**config.mk**
```make
export PLATFORM = sky130hd
export DESIGN_NAME = encap_packet
export DESIGN_NICKNAME = d
export VERILOG_FILES = /design/src/rtl/encap_packet.sv
export SDC_FILE = /design/constraint.sdc
export NUM_CORES = 2
export LEC_CHECK = 0
export CELL_PAD_IN_SITES_DETAIL_PLACEMENT = 1
export CELL_PAD_IN_SITES_GLOBAL_PLACEMENT = 2
export CORE_ASPECT_RATIO = 0.7
export CORE_UTILIZATION = 25
export DETAILED_ROUTE_END_ITERATION = 10
export GPL_ROUTABILITY_DRIVEN = 0
export PLACE_DENSITY = 0.77
export SLEW_MARGIN = 20
export SYNTH_ARGS = -nofsm -noshare
export SYNTH_HDL_FRONTEND = slang
export SYNTH_SLANG_ARGS = --single-unit
export TNS_END_PERCENT = 30
```
**constraint.sdc**
```tcl
create_clock -name clk -period 2.9 [get_ports clk]
set_clock_uncertainty 0.05 [all_clocks]
set_input_delay 0.725 -clock clk [delete_from_list [all_inputs] [get_ports clk]]
set_output_delay 0.725 -clock clk [all_outputs]
set_load 0.1 [all_outputs]
```
**src/rtl/encap_packet.sv**
```systemverilog
// Splits one captured routing header plus partial-bitstream payload into a fixed run of Aurora TX beats.
// Each beat carries the header in its low bits and the next payload slice above it; the last slice is zero-padded.
module encap_packet #(
  parameter int DATA_DFX_WIDTH    = 1034,
  parameter int AURORA_DATA_WIDTH = 64,
  parameter int HEADER_WIDTH      = 9
) (
  input  logic                         clk,
  input  logic                         rst,
  input  logic                         in_valid,
  output logic                         in_ready,
  input  logic [HEADER_WIDTH-1:0]      header_pkt_in,
  input  logic [DATA_DFX_WIDTH-1:0]    data_dfx_in,
  output logic [AURORA_DATA_WIDTH-1:0] tx_tdata,
  output logic                         tx_tvalid,
  input  logic                         tx_tready,
  output logic                         tx_tlast,
  output logic                         encap_done,
  output logic [15:0]                  pkt_cnt
);

  localparam int SLICE  = AURORA_DATA_WIDTH - HEADER_WIDTH;
  localparam int NBEATS = (DATA_DFX_WIDTH + SLICE - 1) / SLICE;
  localparam int PAD_W  = NBEATS * SLICE;
  localparam logic [4:0] LAST_BEAT = 5'(NBEATS - 1);

  typedef enum logic {IDLE, SEND} state_t;

  state_t                    state;
  logic [4:0]                frame_cnt;
  logic [HEADER_WIDTH-1:0]   hdr_q;
  logic [DATA_DFX_WIDTH-1:0] data_q;
  logic [PAD_W-1:0]          data_pad;
  logic [SLICE-1:0]          slice;

  // Zero-extending the payload makes the short final slice come out zero-padded at the top.
  assign data_pad = PAD_W'(data_q);
  assign slice    = data_pad[int'(frame_cnt)*SLICE +: SLICE];

  // Outputs decode only from registers, so tx_tready never reaches tx_tvalid combinationally.
  assign tx_tdata = tx_tvalid ? {slice, hdr_q} : '0;
  assign tx_tlast = tx_tvalid && (frame_cnt == LAST_BEAT);

  always_ff @(posedge clk) begin
    if (rst) begin
      state      <= IDLE;
      frame_cnt  <= '0;
      hdr_q      <= '0;
      data_q     <= '0;
      in_ready   <= 1'b0;
      tx_tvalid  <= 1'b0;
      encap_done <= 1'b0;
      pkt_cnt    <= '0;
    end else begin
      encap_done <= 1'b0;
      case (state)
        IDLE: begin
          in_ready <= 1'b1;
          if (in_valid && in_ready) begin
            hdr_q     <= header_pkt_in;
            data_q    <= data_dfx_in;
            frame_cnt <= '0;
            in_ready  <= 1'b0;
            tx_tvalid <= 1'b1;
            state     <= SEND;
          end
        end
        SEND: begin
          if (tx_tready) begin
            if (frame_cnt == LAST_BEAT) begin
              frame_cnt  <= '0;
              tx_tvalid  <= 1'b0;
              in_ready   <= 1'b1;
              encap_done <= 1'b1;
              pkt_cnt    <= pkt_cnt + 16'd1;
              state      <= IDLE;
            end else begin
              frame_cnt <= frame_cnt + 5'd1;
            end
          end
        end
        default: state <= IDLE;
      endcase
    end
  end

endmodule

```
==> flow_summary.toml <==
[sta]
finalSetupViolCount = 56
rsz0062_at_grt = "yes"
whs_ns = 0.3856
final_max_slew_viol_count = 0
clock.fmax_mhz = 272.6
slew_headroom_pct = 50.39
hold_violations = 0
fin_crit_ns = 3.669
setup_ws_ns = -0.7687
fin_crit_sh_pct = 126.5
max_slew.worst_pin.slew_ns = 0.7441

[logic_synthesis]
syn_avg_cell_area_um2 = 8.083
synth_flop_cell = "dfxtp_1"
syn-num-nets = 6610
ys_async_sr_fraction_pct = 0
netlist_instances = 5560
syn_area_um2 = 44940
synth_cell_types = 40
synth_seq_cells = 1068
synth_warnings = 0
synth_edf_count = 0
ys_seq_area_share_pct = 47.57

[final_layout]
seq_area_um2 = 21400
final_area_um2 = 67880
multiInputGateArea_um2 = 23230
final_common_cell = "nand2_1"
drive_gt1_share_pct = 14.01
most-common-layout-cells = "nand2_1, a21oi_1, dfxtp_1"
nFillCells = 20470
post-route-util_pct = 38.23
nets = 7738
syn_to_final_growth_pct = 51.04

[place]
port_buffers = 1130
dpl_cell_area_um2 = 61920
dpl.hpwl_mm = 170.3

[die]
die_w_um = 508.8
rows = 129
start_util_pct = 25.31
coreArea_um2 = 177500
die-area_um2 = 181500
ios = 1131
die_h_um = 356.7

[global_route]
grt_overflow = 0
track_usage_pct = 23.76
grt_pass1_vias = 46890
grt_max_degree = 111
grt_pass1_wl_mm = 318.0
antenna_found_initial = 27

[critical_path]
critPathSlowestCell = "dfxtp_4"
worst_ep_arrival_time_ns = 2.89
max_stage_delay_ns = 0.38
end_kind = "primary output"
crit_type = "flop to primary output"
cp-start-kind = "flop"
path_max_fanout = 7
cp_common_cell = "buf_12"
critical_path_required_ns = 2.12
path_cells = "buf_12 > buf_16 > buf_12 > buf_4 > mux2_2 > a32o_1 > a32oi_4 > o21ai_4 > buf_12"

[drt]
final_antenna_net_count = 0
vias = 44690
drt_wl_total_mm = 225.4
post_drt_via_cell_ratio = 4.880
detail_route.wl_per_cell_um = 24.61
route.detailed.drc = 0
first_pass_iters = 5
drtIter0Drc = 2924

[pwr]
p_sw_uw = 10620
power.leakage_uw = 0.02325
p_int_uw = 27300
powerDensity_nw_per_um2 = 558.6
switching_share_pct = 28.01
pwr-share-seq_pct = 41.9
ir_worst_vdd_uv = 514.5
pwr-share-comb_pct = 18.3
power_frac_clock_pct = 39.8

[cts]
clkLatencyLatePin_ns = 0.76
cts_made_buffers = 112
cts_sinks = 1068
cts_tree = "built"
cts.clk_slew.worst_paths_ns = 0.06
ctsHoldBuffers = 0
clock_path_buffers = 3
root_buffer = "clkbuf_16"
htreeDepth = 3

[outcome]
outcome = "finished with violations"
failed_checks = "setup timing"

[worst_hold_path]
hp-class = "primary input to flop"

[job]
max_cap_viol_count = 0
==> routing by layer <==
metal / GRT usage (%) / vias to the layer above / routed length [um]
met3: 3.534 / 335 / 9713
met4: 9.530 / 10 / 9232
li1: - / 21090 / -
met5: 0 / - / 57
met2: 42.22 / 1116 / 112900
met1: 28.61 / 22140 / 93420
==> worst paths after layout <==
| check | start | to | slack, ns | cells after the start |
|---|---|---|---|---|
| worst min-delay path | rst | data_q[976] | 0.39 | 2 |
| worst min register to register | hdr_q[4] | hdr_q[4] | 0.40 | 2 |
| worst max register to register | frame_cnt[1] | pkt_cnt[13] | 0.23 | 9 |
| worst max-delay path | frame_cnt[0] | tx_tdata[22] | -0.77 | 9 |
==> through the flow <==
| stage | TNS, ns | total power (uW) | instances | setup WS, ns |
|---|---|---|---|---|
| floorplan | -2.408 | 18990 | 5560 | -0.1211 |
| global placement | -1.495 | 22490 | 8881 | -0.3440 |
| detailed placement | -1.918 | 22590 | 8881 | -0.3921 |
| CTS | -39.69 | 38240 | 9132 | -0.7671 |
| global route | -41.73 | 39380 | 9157 | -0.8277 |
| finish | -35.69 | 37920 | 9157 | -0.7687 |
==> state kept, by name (all words and copies together) (netlist names) <==
name,count
encap_done,1
state,1
frame_cnt,5
pkt_cnt,16
tx_tvalid,1
data_q,1034
in_ready,1
hdr_q,9
==> power by group through the flow <==
stage / registers (uW) / clock network (uW) / logic [uW]
2_1_floorplan: 16000 / 0 / 2970
3_3_place_gp: 16200 / 0 / 6310
3_5_place_dp: 16200 / 0 / 6390
4_1_cts: 15900 / 15500 / 6890
5_1_grt: 16000 / 16100 / 7360
6_report: 15900 / 15100 / 6940
==> worst max-delay path: cells and delay by family (launching register included) <==
| family | cells | cell delay (ns) |
|---|---|---|
| AOI/OAI and AO/OA | 3 | 0.68 |
| buffers and inverters | 5 | 0.75 |
| muxes | 1 | 0.32 |
| DFF | 1 | 0.38 |
==> timing repair <==
item	in CTS	in global routing
setup buffers	31	6
pin swaps	37	28
gates resized for setup	183	52
endpoints found under the setup margin	56	58
gates cloned	16	3
==> final cells by class <==
cell class,instances,area share [%]
clock inverters,38,0.7612
diodes,18,0.06635
well taps,2358,4.346
inverters,3,0.01659
multi-input cells,4014,34.22
clock buffers,169,4.857
repair buffers,1489,24.22
flip-flops and latches,1068,31.52
==> cell families after synthesis <==
group | count (synthesis) | synth area share (%)
buffers and inverters | 478 | 4.115
xor gates and xnor gates | 12 | 0.2339
and+or+nand+nor | 2215 | 18.93
adders and majority gates | 3 | 0.08353
AOI/OAI and AO/OA | 1333 | 16.42
DFF | 1068 | 47.57
muxes | 451 | 12.65
==> synthesized netlist by cell type (all sizes together), types with 7 or more instances <==
library cell	instances	area [um2]
a22oi	121	908.4
mux4	88	1982
nand3	40	200.2
dfxtp	1068	21380
a32o	44	440.4
clkbuf	425	1595
nand2	2117	7946
xor2	7	61.31
mux2	55	619.3
mux2i	308	3083
nor2	16	60.06
and2	13	81.33
o21ai	53	265.3
a21oi	1064	5325
a32oi	44	385.4
buf	50	242.7
Note: power is estimated with default switching activity, not from simulation.
